$ cat src/rtl/ram_pkg.sv
`default_nettype none
// ============================================================================
// Module      : ram_pkg
// Description : Shared definitions for the ram_sdp_be storage block.
//               - RDW_OLD / RDW_NEW : read-during-write mode selectors
//               - clr_state_e       : clear FSM state encoding
//               - byte_merge()      : byte-lane merge of a write into a word
// Revision    : 1.0 - initial release
// ============================================================================
package ram_pkg;

    localparam int RDW_OLD = 0;
    localparam int RDW_NEW = 1;

    // byte_merge works on a fixed maximum width. Callers size-cast their
    // words in and the result back out, so any DATA_W up to this width works.
    localparam int MERGE_MAX_W = 256;

    typedef enum logic [0:0] {
        ST_CLEAR = 1'b0,
        ST_READY = 1'b1
    } clr_state_e;

    // Returns old_word with every byte lane whose enable is set replaced by
    // the corresponding lane of new_word.
    function automatic logic [MERGE_MAX_W-1:0] byte_merge(
        input logic [MERGE_MAX_W-1:0]   old_word,
        input logic [MERGE_MAX_W-1:0]   new_word,
        input logic [MERGE_MAX_W/8-1:0] lane_en
    );
        logic [MERGE_MAX_W-1:0] merged;
        merged = old_word;
        for (int i = 0; i < MERGE_MAX_W/8; i++) begin
            if (lane_en[i]) begin
                merged[8*i +: 8] = new_word[8*i +: 8];
            end
        end
        return merged;
    endfunction

endpackage
`default_nettype wire

$ cat src/rtl/ram_clear_ctrl.sv
`default_nettype none
// ============================================================================
// Module      : ram_clear_ctrl
// Description : Post-reset memory clear sequencer and array write mux.
//               While clearing, it writes zero to one location per cycle and
//               ignores user writes. Once ready, it passes user writes through,
//               except writes to addresses at or above DEPTH.
// Ports       : clk, rst_n          - clock / async active-low reset
//               we, waddr, din, be  - user write request
//               mem_we, mem_addr,
//               mem_din, mem_be     - write port into the storage array
//               init_done           - block accepts traffic
// Revision    : 1.0 - initial release
// ============================================================================
module ram_clear_ctrl
    import ram_pkg::*;
#(
    parameter int DATA_W     = 16,
    parameter int ADDR_W     = 4,
    parameter int DEPTH      = 16,
    parameter int INIT_CLEAR = 1
) (
    input  logic                clk,
    input  logic                rst_n,
    input  logic                we,
    input  logic [ADDR_W-1:0]   waddr,
    input  logic [DATA_W-1:0]   din,
    input  logic [DATA_W/8-1:0] be,
    output logic                mem_we,
    output logic [ADDR_W-1:0]   mem_addr,
    output logic [DATA_W-1:0]   mem_din,
    output logic [DATA_W/8-1:0] mem_be,
    output logic                init_done
);

    localparam logic [ADDR_W:0]   c_DEPTH     = (ADDR_W+1)'(DEPTH);
    localparam logic [ADDR_W-1:0] c_LAST      = ADDR_W'(DEPTH - 1);
    // Without a clear pass the block comes out of reset already usable.
    localparam clr_state_e        c_RST_STATE = (INIT_CLEAR != 0) ? ST_CLEAR : ST_READY;
    localparam logic              c_RST_DONE  = (INIT_CLEAR != 0) ? 1'b0 : 1'b1;

    clr_state_e        r_state;
    logic [ADDR_W-1:0] r_cnt;
    logic              r_init_done;
    logic              w_wr_in_range;

    assign w_wr_in_range = ({1'b0, waddr} < c_DEPTH);

    always_ff @(posedge clk or negedge rst_n) begin
        if (!rst_n) begin
            r_state     <= c_RST_STATE;
            r_cnt       <= '0;
            r_init_done <= c_RST_DONE;
        end else begin
            case (r_state)
                ST_CLEAR: begin
                    r_cnt <= r_cnt + 1'b1;
                    // The last location is written on this edge, so ready is
                    // flagged on the same edge.
                    if (r_cnt == c_LAST) begin
                        r_state     <= ST_READY;
                        r_init_done <= 1'b1;
                    end
                end
                default: ; // ST_READY holds until the next reset
            endcase
        end
    end

    always_comb begin
        mem_we   = 1'b1;
        mem_addr = r_cnt;
        mem_din  = '0;
        mem_be   = '1;
        if (r_state == ST_READY) begin
            mem_we   = we & w_wr_in_range;
            mem_addr = waddr;
            mem_din  = din;
            mem_be   = be;
        end
    end

    assign init_done = r_init_done;

endmodule
`default_nettype wire

$ cat src/rtl/ram_sdp_be.sv
`default_nettype none
// ============================================================================
// Module      : ram_sdp_be
// Description : Simple dual-port synchronous RAM with per-byte write enables,
//               selectable read-during-write result, optional output register
//               and hardware clear after reset.
// Ports       : clk, rst_n          - clock / async active-low reset
//               we, waddr, din, be  - write port (be[i] gates din byte i)
//               re, raddr           - read port
//               dout, rvalid        - read data and its one-cycle strobe
//               init_done           - block accepts reads and writes
// Revision    : 1.0 - initial release
// ============================================================================
module ram_sdp_be
    import ram_pkg::*;
#(
    parameter int DATA_W     = 16,
    parameter int ADDR_W     = 4,
    parameter int DEPTH      = 16,
    parameter int RDW_MODE   = 0,
    parameter int OUT_REG    = 0,
    parameter int INIT_CLEAR = 1
) (
    input  logic                clk,
    input  logic                rst_n,
    input  logic                we,
    input  logic [ADDR_W-1:0]   waddr,
    input  logic [DATA_W-1:0]   din,
    input  logic [DATA_W/8-1:0] be,
    input  logic                re,
    input  logic [ADDR_W-1:0]   raddr,
    output logic [DATA_W-1:0]   dout,
    output logic                rvalid,
    output logic                init_done
);

    localparam int              c_BE_W  = DATA_W / 8;
    localparam logic [ADDR_W:0] c_DEPTH = (ADDR_W+1)'(DEPTH);

    if ((DATA_W % 8) != 0 || DATA_W < 8 || DATA_W > MERGE_MAX_W) begin : g_err_data_w
        $error("ram_sdp_be: DATA_W must be a non-zero multiple of 8 within the merge width");
    end
    if (DEPTH < 1 || DEPTH > (2 ** ADDR_W)) begin : g_err_depth
        $error("ram_sdp_be: DEPTH must satisfy 1 <= DEPTH <= 2**ADDR_W");
    end
    if (RDW_MODE != RDW_OLD && RDW_MODE != RDW_NEW) begin : g_err_rdw
        $error("ram_sdp_be: RDW_MODE must be 0 or 1");
    end

    logic                w_mem_we;
    logic [ADDR_W-1:0]   w_mem_addr;
    logic [DATA_W-1:0]   w_mem_din;
    logic [c_BE_W-1:0]   w_mem_be;
    logic                w_init_done;

    logic [DATA_W-1:0]   r_mem [DEPTH];
    logic                w_rd_en;
    logic                w_rd_in_range;
    logic                w_rdw_hit;
    logic [DATA_W-1:0]   w_old_word;
    logic [DATA_W-1:0]   w_merged;
    logic [DATA_W-1:0]   w_rd_word;
    logic [DATA_W-1:0]   r_dout1;
    logic                r_rvalid1;

    ram_clear_ctrl #(
        .DATA_W     (DATA_W),
        .ADDR_W     (ADDR_W),
        .DEPTH      (DEPTH),
        .INIT_CLEAR (INIT_CLEAR)
    ) u_clear_ctrl (
        .clk       (clk),
        .rst_n     (rst_n),
        .we        (we),
        .waddr     (waddr),
        .din       (din),
        .be        (be),
        .mem_we    (w_mem_we),
        .mem_addr  (w_mem_addr),
        .mem_din   (w_mem_din),
        .mem_be    (w_mem_be),
        .init_done (w_init_done)
    );

    // Storage is deliberately not reset; the clear sequencer zeroes it.
    always_ff @(posedge clk) begin
        if (w_mem_we) begin
            for (int i = 0; i < c_BE_W; i++) begin
                if (w_mem_be[i]) begin
                    r_mem[w_mem_addr][8*i +: 8] <= w_mem_din[8*i +: 8];
                end
            end
        end
    end

    assign w_rd_en       = re & w_init_done;
    assign w_rd_in_range = ({1'b0, raddr} < c_DEPTH);
    assign w_old_word    = w_rd_in_range ? r_mem[raddr] : '0;

    // A write on the same edge to the same address; w_mem_we is already
    // qualified for range, so a hit implies a valid location.
    assign w_rdw_hit = w_init_done && w_mem_we && (w_mem_addr == raddr);
    assign w_merged  = DATA_W'(byte_merge(MERGE_MAX_W'(w_old_word),
                                          MERGE_MAX_W'(din),
                                          (MERGE_MAX_W/8)'(be)));
    assign w_rd_word = (RDW_MODE == RDW_NEW && w_rdw_hit) ? w_merged : w_old_word;

    always_ff @(posedge clk or negedge rst_n) begin
        if (!rst_n) begin
            r_dout1   <= '0;
            r_rvalid1 <= 1'b0;
        end else begin
            r_rvalid1 <= w_rd_en;
            if (w_rd_en) begin
                r_dout1 <= w_rd_word;
            end
        end
    end

    if (OUT_REG != 0) begin : g_out_reg
        logic [DATA_W-1:0] r_dout2;
        logic              r_rvalid2;

        always_ff @(posedge clk or negedge rst_n) begin
            if (!rst_n) begin
                r_dout2   <= '0;
                r_rvalid2 <= 1'b0;
            end else begin
                r_rvalid2 <= r_rvalid1;
                // Only real read data advances, so dout holds between reads.
                if (r_rvalid1) begin
                    r_dout2 <= r_dout1;
                end
            end
        end

        assign dout   = r_dout2;
        assign rvalid = r_rvalid2;
    end else begin : g_no_out_reg
        assign dout   = r_dout1;
        assign rvalid = r_rvalid1;
    end

    assign init_done = w_init_done;

endmodule
`default_nettype wire

$ cat config.mk
export PLATFORM = sky130hd
export DESIGN_NAME = ram_sdp_be
export DESIGN_NICKNAME = d
export VERILOG_FILES = /design/src/rtl/ram_pkg.sv /design/src/rtl/ram_clear_ctrl.sv /design/src/rtl/ram_sdp_be.sv
export SDC_FILE = /design/constraint.sdc
export NUM_CORES = 1
export LEC_CHECK = 0
export BUFFER_PORTS_ARGS = -buffer_cell sky130_fd_sc_hd__buf_2
export CELL_PAD_IN_SITES_DETAIL_PLACEMENT = 0
export CELL_PAD_IN_SITES_GLOBAL_PLACEMENT = 1
export CORE_UTILIZATION = 35
export DETAILED_ROUTE_END_ITERATION = 8
export PLACE_DENSITY_LB_ADDON = 0.1
export SYNTH_ARGS = -nofsm -noshare
export SYNTH_HDL_FRONTEND = slang
export SYNTH_SLANG_ARGS = --single-unit
$ cat constraint.sdc
create_clock -name clk -period 4 [get_ports clk]
set_input_delay 0.4 -clock clk [delete_from_list [all_inputs] [get_ports clk]]
set_output_delay 0.4 -clock clk [all_outputs]
set_load 0.05 [all_outputs]
[Word-level counts from Yosys, hierarchy flattened]
Memory sizes are Yosys's and may differ from the RTL's. A register that Yosys moved wholly into a read port is not among the register bits.
Index checks and enable logic that the tools add are counted.
Storage, ports and cells
  memories kept: 1
  logic and storage cells: 23
  output and inout bits: 18
  bits of input ports: 30
  bits in writable memories: 256
  flip-flop bits (word level): 7
Cells by class
  add/subtract/negate cells: 1
  multiplexer cells: 12
  bitwise gates (word level): 2
  reductions and logical operators: 2
  equal/unequal tests: 1
Memories
  r_mem: depth 16, bits a word 16, rd ports 1, clocked after Yosys merged registers in 1, wr ports 1, line ram_sdp_be.sv:56  | logic [DATA_W-1:0] r_mem [DEPTH];
Operator list (count)
  $mux W16: 1
  $mux W1: 9
  $add A4 B1 Y4 const B: 1
  $eq A4 B4 Y1 const B: 1
  $mux W4: 1
  $mux W2: 1
  $reduce_and A2 Y1: 1
  $and A1 B1 Y1: 1
  $logic_not A1 Y1: 1
  $not A1 Y1: 1

[Logic depth before layout (Yosys ltp)]
  word-level depth: 4
  gate-level depth with buffers: 6
  depth with buffers taken out: 4

[Cells and area by module]
Synthesis repeated with hierarchy kept, for this count alone.
Second synthesis, totals
  cell total of the unflattened synthesis: 682
  area, all modules: 11144.4 um2
By module, submodules not included
  ram_sdp_be: area each 10692.8 um2, cells each 639, seq. area each 8112.8 um2, instances 1
  ram_clear_ctrl: area each 451.7 um2, cells each 43, seq. area each 150.1 um2, instances 1

[Worst setup path before layout]
OpenSTA, ideal clock, no wires.
  kind: register to register
  from: reg u_clear_ctrl.r_state
  to: mem r_mem[2][0] (enable)
  library setup time: 0.370 ns
  buffers on the path: 2
  arrival: 1.494 ns
  cell stages (with the launch flop): 6
  setup slack: 2.135 ns
  data required time: 3.630 ns
  period minus slack after synthesis: 1.865 ns
  path through: dfrtp_1 -> buf_2 -> buf_2 -> o32ai_1 -> nand2_1 -> nor2_1
On the way
  word-level cells in the longest chain between the ends: 4
  elaborated cells between the ends (all ways): 6
  classes of those cells: mux: 6
RTL lines
  start, declared: line ram_clear_ctrl.sv:42  | clr_state_e r_state;
  start signal, assigned: line ram_clear_ctrl.sv:51  | r_state <= c_RST_STATE;
  $mux W2: line ram_clear_ctrl.sv:75  | if (r_state == ST_READY) begin
  $mux W1: line ram_sdp_be.sv:89  | if (w_mem_be[i]) begin
  $mux W1: line ram_sdp_be.sv:87  | if (w_mem_we) begin
  $mux W1 (implied by the code): line ram_sdp_be.sv:90  | r_mem[w_mem_addr][8*i +: 8] <= w_mem_din[8*i +: 8];
  end, declared: line ram_sdp_be.sv:56
Several ways; a longest one is shown, not always the timed one.

[Worst setup path in the final report]
  from: reg u_clear_ctrl.r_state
  to: mem r_mem[7][5] (enable)
The elaborated chain is that of the path after synthesis.

==> impl_metrics.ini <==
[status]
status = completed

[grt]
grt_pass1_wl_um = 40500
grt_max_degree = 62
met3_usage_pct = 2.03
top_usage_layer = met2
grt.total_usage_pct = 17.0
antenna_found_initial = 0
met2_usage_pct = 27.9
grt-ovfl-total = 0
grt_pass1_vias = 6284
grt_util_met1_pct = 24.1

[sta]
hold_viol_final = 0
fin_crit_ns = 2.80
rsz0062_at_grt = no
fin_crit_sh_pct = 70.0
slew-limit-headroom_pct = 32.3
tns_ns = 0
skew_ns = 0.0131
slew_viol_final = 0
setup_violations = 0
tightest_slew_ns = 1.02
fmax_ghz = 0.357

[power]
finalPower_mw = 6.23
peakVddDrop_mv = 0.499
power.density_nw_per_um2 = 494
p_leak_nw = 4.48

[critical_path]
crit_arrival_ns = 2.96
worstSetupStartpointType = register
path_cells = a31oi_2, nor2_1
crit_buf_inv = 0
cp_slowest_stage_delay_ns = 1.01
cp_max_fo = 36
reg2regPathDepth = 2
critPathSlowestCell = dfrtp_1
cpLargestDelayFamily = flip-flops
worst-setup-path-type = register to register
cp.depth = 2
required_ns = 4.16
end_kind = register

[cells_and_area]
fin_nets = 778
n_antenna_cell = 0
layout_common_cells = 256 x edfxtp_1, 128 x mux2i_1, 73 x nand2_1
multi_input_area_um2 = 2600
drive_above_1_share_pct = 13.2
num-fill-cells = 2841
final_common_cell = edfxtp_1
seq_area_um2 = 8260
syn_to_final_growth_pct = 13.6

[detailed_routing]
drt-initial-drc-count = 393
wire_per_inst_um = 23.4
ant_nets = 0
drt-pass1-iter-count = 4
drcViolationCount = 0
drt_wl_total_um = 27100
vias_per_cell = 5.10
via_count = 5912

[yosys]
ys_ff_latch = 279
yosys.area.top_type = edfxtp_1
syn_avg_cell_area_um2 = 15.9
ys_warn_count = 0
synth_cell_types = 31
synth-compound-area-share_pct = 3.92
yosysSeqAreaShare_pct = 74.5
synth_top_area_share_pct = 69.3
syn-instance-count = 698
synth-adder-area-share_pct = 0.113
synth-xor-area-share_pct = 0.237
synth_top_family_by_area = multiplexers
yosys.area_share.simple_pct = 7.44
syn_nets = 729
ys_top_cells_by_area = edfxtp_1 69%, mux2i_1 12%, dfrtp_1 5.2%
synth.area.mux_share_pct = 11.7
syn_area_um2 = 11100

[clock_tree]
cts_root_buffer = clkbuf_16
cts_tree = yes
cts.sinks = 279
numCtsBuffers = 27
post-cts-setup-buffers = 0
clk_pin_slew_worst_paths_ns = 0.06
cts_resized = 0
cts_max_level = 1
worstSkewPairLatency_ns = 0.53
cts_buffer_depth = 3

[run]
max_cap_viol_count = 0

[die]
pin_count = 48
coreArea_um2 = 30900
fp.dieW_um = 180
die_h_um = 180
start_util_pct = 35.9
dieArea_um2 = 32400
row_count = 64

[hold_path]
min_path_cells = 4
hold_class = input pin to register

[place]
gp_congestion = 0.781
io_buffer_count = 47
hpwlAfterDp_um = 17900
## cells by family (layout without fill, tap and decap cells)
logic type	count (synthesis)	in the layout
buffers and inverters	41	107
adders and majority gates	1	1
xor gates and xnor gates	3	3
and+or+nand+nor	183	183
muxes	129	129
AOI/OAI and AO/OA	62	62
DFF	279	279
## cell usage after synthesis
library cell and instances:
o32ai_1 1, buf_6 4, o32ai_2 1, nand4_1 12, a21oi_1 17, nor2_2 1, or2_2 1, o22ai_1 2
nand2_1 73, a22oi_1 36, nand3_1 37, nor2b_1 2, o21bai_1 1, mux2i_1 128, xnor2_1 3, a31o_2 1
clkbuf_1 11, o32a_1 1, edfxtp_1 256, inv_1 5, buf_2 11, mux2_2 1, nor2_1 36, and2_1 17
buf_4 10, ha_1 1, nor3_1 1, a32oi_1 1, dfrtp_1 23, nand2b_1 3, a31oi_1 1
## metrics by stage
step	hold WS (ns)	util, %	std cells	area [µm²]	setup slack (ns)
5_1_grt	0.374	40.8	1160	12600	0.968
3_3_place_gp	0.465	37.8	1113	11700	1.36
4_1_cts	0.348	40.8	1160	12600	1.18
2_1_floorplan	0.104	-	698	11100	2.14
6_report	0.365	40.8	1160	12600	1.20
3_5_place_dp	0.465	37.8	1113	11700	1.22
## report_power, final
group | internal (mW) | leakage, nW | switching [mW]
Sequential | 3.22 | 2.58 | 0.0163
Combinational | 0.107 | 1.46 | 0.307
Clock | 1.55 | 0.432 | 1.03
## final cells by class
class / instances / share of cell area [%]
clock buffers: 31 / 5.48
repair buffers: 56 / 2.57
inverters: 5 / 0.149
well taps: 396 / 3.93
multi-input cells: 378 / 20.7
clock inverters: 15 / 1.62
flip-flops and latches: 279 / 65.6
## flip-flops by register name (all words and copies together), names as in the netlist
signal and count:
r_mem 256, u_clear_ctrl.init_done 1, u_clear_ctrl.r_cnt 4, u_clear_ctrl.r_state 1, rvalid 1, dout 16
## path summary, 6_finish.rpt
check	from	slack, ns	end
worst max-delay path	u_clear_ctrl.r_state	1.20	r_mem[7][5]
worst min-delay path	raddr[3]	0.36	dout[10]
worst max register to register	u_clear_ctrl.r_state	1.20	r_mem[7][5]
worst min register to register	dout[5]	0.48	dout[5]
max in group asynchronous	rst_n	3.15	dout[0]
min in group asynchronous	rst_n	0.42	u_clear_ctrl.r_cnt[0]
## layer usage
metal  part of all wire, %  vias to the layer above
met5                     0                        -
met4                   1.6                        0
met3                   3.6                       32
met2                    48                      128
met1                    47                     2988
li1                      -                     2764
## worst register-to-register path: cells and delay by family (launching register included)
kind	cells	cell delay (ns)
DFF	1	1.01
and+or+nand+nor	1	0.75
AOI/OAI and AO/OA	1	0.65
## what timing repair did
action,in CTS,in global routing
hold buffers,1,0
endpoints found under the setup margin,0,0
endpoints found under the hold margin,23,0
Power figures use the tool's default switching activity.
